## config.mk

```make
export PLATFORM = sky130hd
export DESIGN_NAME = oam_dma
export DESIGN_NICKNAME = d
export VERILOG_FILES = /design/src/rtl/oam_dma.sv
export SDC_FILE = /design/constraint.sdc
export NUM_CORES = 1
export LEC_CHECK = 0
export CORE_MARGIN = 4
export CORE_UTILIZATION = 30
export DETAILED_ROUTE_END_ITERATION = 10
export PLACE_DENSITY = 0.65
export SETUP_SLACK_MARGIN = 0.2
export SKIP_LAST_GASP = 1
export SLEW_MARGIN = 20
export SYNTH_ARGS = -nofsm -noshare
export SYNTH_HDL_FRONTEND = slang
export SYNTH_SLANG_ARGS = --single-unit
```

## constraint.sdc

```tcl
create_clock -name clk -period 2.2 [get_ports clk]
set_input_delay 0.33 -clock clk [delete_from_list [all_inputs] [get_ports clk]]
set_output_delay 0.33 -clock clk [all_outputs]
set_load 0.005 [all_outputs]
```

## src/rtl/oam_dma.sv

```systemverilog
// Sprite DMA engine: on a CPU write to $4014 it halts the CPU and copies one
// 256-byte page into sprite RAM through repeated $2004 writes.
module oam_dma #(
  parameter int RD_LATENCY = 1
) (
  input  logic        clk,
  input  logic        rst,
  input  logic [15:0] cpu_addr,
  input  logic [7:0]  cpu_data_in,
  input  logic        cpu_write_en,
  input  logic [7:0]  bus_data_in,
  output logic        dma_active,
  output logic        cpu_halt,
  output logic [15:0] dma_addr,
  output logic [7:0]  dma_data_out,
  output logic        dma_write_en,
  output logic        dma_read_en,
  output logic        dma_done
);

  typedef enum logic [1:0] {IDLE, READ, WAIT, WRITE} state_t;

  // Index of the final WAIT cycle; unused when reads return in the same cycle.
  localparam logic [1:0] WAIT_LAST = (RD_LATENCY > 0) ? 2'(RD_LATENCY - 1) : 2'd0;

  state_t      state;
  state_t      next_state;
  logic [7:0]  page;
  logic [7:0]  index;
  logic [7:0]  data_latch;
  logic [1:0]  wait_cnt;
  logic        done_q;
  logic        trigger;
  logic        wait_last;
  logic        last_byte;

  assign trigger   = cpu_write_en && (cpu_addr == 16'h4014);
  assign wait_last = (wait_cnt == WAIT_LAST);
  assign last_byte = (index == 8'hFF);

  always_ff @(posedge clk or posedge rst) begin
    if (rst) begin
      state <= IDLE;
    end else begin
      state <= next_state;
    end
  end

  always_comb begin
    next_state = state;
    case (state)
      IDLE:    if (trigger) next_state = READ;
      READ:    next_state = (RD_LATENCY == 0) ? WRITE : WAIT;
      WAIT:    if (wait_last) next_state = WRITE;
      WRITE:   next_state = last_byte ? IDLE : READ;
      default: next_state = IDLE;
    endcase
  end

  // Page/index/latch bookkeeping; triggers outside IDLE are deliberately ignored.
  always_ff @(posedge clk or posedge rst) begin
    if (rst) begin
      page       <= 8'h00;
      index      <= 8'h00;
      data_latch <= 8'h00;
      wait_cnt   <= 2'd0;
      done_q     <= 1'b0;
    end else begin
      done_q <= (state == WRITE) && last_byte;
      case (state)
        IDLE: begin
          if (trigger) begin
            page  <= cpu_data_in;
            index <= 8'h00;
          end
        end
        READ: begin
          wait_cnt <= 2'd0;
          if (RD_LATENCY == 0) data_latch <= bus_data_in;
        end
        WAIT: begin
          wait_cnt <= wait_cnt + 2'd1;
          if (wait_last) data_latch <= bus_data_in;
        end
        WRITE: begin
          if (!last_byte) index <= index + 8'd1;
        end
        default: ;
      endcase
    end
  end

  always_comb begin
    dma_active   = 1'b0;
    cpu_halt     = 1'b0;
    dma_addr     = 16'h0000;
    dma_data_out = 8'h00;
    dma_write_en = 1'b0;
    dma_read_en  = 1'b0;
    dma_done     = done_q;
    case (state)
      READ: begin
        dma_active  = 1'b1;
        cpu_halt    = 1'b1;
        dma_addr    = {page, index};
        dma_read_en = 1'b1;
      end
      WAIT: begin
        dma_active = 1'b1;
        cpu_halt   = 1'b1;
        dma_addr   = {page, index};
      end
      WRITE: begin
        dma_active   = 1'b1;
        cpu_halt     = 1'b1;
        dma_addr     = 16'h2004;
        dma_data_out = data_latch;
        dma_write_en = 1'b1;
      end
      default: ;
    endcase
  end

endmodule

```

==> impl_metrics.json <==
{
  "syn-cell-area_sq_mm": 0.00182,
  "critPathMaxStageDelay_ps": 520,
  "arrival_ps": 1640,
  "drv_slew": 0,
  "rows": 28,
  "tns_ps": 0,
  "power_density_mw_per_mm2": 1140,
  "crit_path_end_kind": "output pin",
  "fin_area_sq_mm": 0.00278,
  "wl_per_cell_microns": 13.9,
  "netlist.area_leader.share": 0.398,
  "synth_cell_types": 42,
  "setup_viol": 0,
  "ant_nets": 0,
  "grt_max_degree": 30,
  "crit_cells": 3,
  "holdWs_ps": 420,
  "cts_made_buffers": 5,
  "grt_pass1_wl_mm": 7.73,
  "clockBufferDepth": 2,
  "clk-insertion-delay-late_ps": 280,
  "num_antenna_cells": 0,
  "synth-edff-count": 0,
  "final-seq-area_sq_um": 728,
  "hold_viol": 0,
  "fp.dieW_microns": 86.0,
  "synth-seq-cells": 29,
  "r2r_start": "state[0]",
  "synthCells": 186,
  "slew_headroom": 0.759,
  "rrSetupSlack_ps": 380,
  "critPathRequiredTime_ps": 1870,
  "async_flop_share": 1.00,
  "rsz0062_at_grt": "true",
  "layout-drive-gt1-share": 0.220,
  "status": "completed",
  "synth.top_cells.by_area": "dfrtp_1 40%, and2_1 7.5%, mux2_4 6.6%, mux2_2 4.9%, ha_1 4.8%",
  "num_vias": 1664,
  "place_congestion": 0.835,
  "fmaxAchievable_mhz": 508,
  "tightest_slew_ps": 358,
  "synth_nets": 228,
  "cp_max_fo": 16,
  "wl_mm": 4.72,
  "io_buffers": 63,
  "vdd_drop_max_mv": 0.422,
  "grt_pass1_vias": 1666,
  "ctsHtreeMaxLevel": 2,
  "fill_cells": 553,
  "critPathLaunchType": "flop",
  "r2r_end": "state[1]",
  "placed_area_sq_mm": 0.00256,
  "syn_to_final_growth_pct": 52.5,
  "clk_pin_slew_ps": 60,
  "path_class": "reg2out",
  "core_sq_mm": 0.00592,
  "gr-total-overflow": 0,
  "post_drt_via_cell_ratio": 4.91,
  "hpwl_mm": 3.40,
  "synth_seq_area_share": 0.398,
  "yosys_warnings": 0,
  "crit_chain": "ha_4, buf_6, clkdlybuf4s50_1",
  "die_area_sq_mm": 0.00739,
  "mostFrequentLayoutCell": "clkdlybuf4s50_1",
  "min_period_ps": 1970,
  "power.leakage_nw": 1.26,
  "tritoncts": "built",
  "crit_slowest_cell": "clkdlybuf4s50_1",
  "synth_area_leader_cell": "dfrtp_1",
  "cts_hold_buf": 0,
  "dr.pass1.iters": 4,
  "reg2reg_depth": 7,
  "drc": 0,
  "die_y_microns": 86.0,
  "period_share": 0.895,
  "root_buffer": "clkbuf_8",
  "io-pin-count": 64,
  "drtIter0Drc": 112,
  "syn_avg_cell_area_sq_um": 9.80,
  "nets": 305,
  "worst-path-buf-inv": 2,
  "fin_cells": 339,
  "dp_cells": 321,
  "hold_path.class": "in2async",
  "ys.flop_type": "dfrtp_1",
  "clock-sinks": 29,
  "max-cap-violations": 0,
  "skew_ps": 2.35,
  "start_util": 0.308,
  "multi_input_area_sq_mm": 0.00105,
  "crit_start": "state[0]",
  "track_usage": 0.130,
  "final_cell_mix": "47 x clkdlybuf4s50_1, 27 x dfrtp_1, 22 x and2_1",
  "antenna_found_initial": 0,
  "cp_top_family": "buffers and inverters"
}
==> timing repair <==
| action | CTS | global route |
|---|---|---|
| gates resized for setup | 24 | 14 |
| hold endpoints to repair | 0 | 0 |
| buffers inserted | 7 | 3 |
| setup endpoints to repair | 28 | 10 |
==> flip-flops by register name, summed over array words and instances (netlist names) <==
name / count
data_latch: 8
index: 8
page: 8
state: 2
wait_cnt: 2
dma_done: 1
==> per-layer routing <==
metal,global-route usage,part of all wire,up-vias
li1,-,-,811
met1,0.163,0.44,788
met2,0.210,0.48,58
met3,0.0423,0.062,7
met4,0.0446,0.016,0
met5,0,0,-
==> report_power, final <==
part / switching, W / internal [W]
sequential: 0.000126 / 0.000690
combinational: 0.000793 / 0.000972
clock: 0.000214 / 0.000369
total: 0.00113 / 0.00203
==> cell type report <==
| cell class | instances | share of cell area |
|---|---|---|
| clock buffer | 7 | 0.0311 |
| tap | 75 | 0.0338 |
| sequential | 29 | 0.262 |
| timing repair buffer | 81 | 0.273 |
| inverter | 9 | 0.0135 |
| multi-input combinational | 137 | 0.376 |
| clock inverter | 1 | 0.0108 |
==> per-stage QoR <==
step	util	setup slack (ps)	total power, W
2_1_floorplan	-	483	0.00164
3_3_place_gp	0.432	121	0.00229
3_5_place_dp	0.432	116	0.00232
4_1_cts	0.463	112	0.00309
5_1_grt	0.470	180	0.00340
6_report	0.470	231	0.00316
==> tightest hold or removal path, cell delays in order <==
cell             delay (ps)
clkdlybuf4s50_1         400
inv_1                    50
buf_4                   340
==> worst max path at each step <==
stage,end,slack [ps]
2_1_floorplan,dma_addr[13],480
3_3_place_gp,page[0],120
3_5_place_dp,page[5],120
4_1_cts,dma_addr[2],110
5_1_grt,dma_write_en,180
6_report,dma_write_en,230
==> synth_stat cells, types with 2 or more instances <==
master and n:
clkbuf_1 6, and2_1 22, nor4b_1 2, nand3_1 9, o21ai_0 5, nor4_1 3, nor2_1 14, a31oi_1 2
o311ai_0 2, a221o_1 4, mux2_2 8, nor2b_1 2, nor3_1 3, buf_2 4, o21ai_1 2, a21oi_1 8
nand2_1 13, mux2_4 8, mux2i_1 2, o2bb2ai_1 2, inv_1 9, nand4_1 2, dfrtp_1 29, ha_1 7
==> cells by family (layout without fill, tap and decap cells) <==
logic type / Yosys count / in the layout / share of synthesized area
buffers and inverters: 20 / 98 / 0.0460
multiplexers: 19 / 19 / 0.132
AND/OR/NAND/NOR: 78 / 78 / 0.246
adder cells (fa/ha/maj): 7 / 7 / 0.0480
AO/OA/AOI/OAI: 33 / 33 / 0.129
flip-flops: 29 / 29 / 0.398
Note: power is estimated with default switching activity, not from simulation.
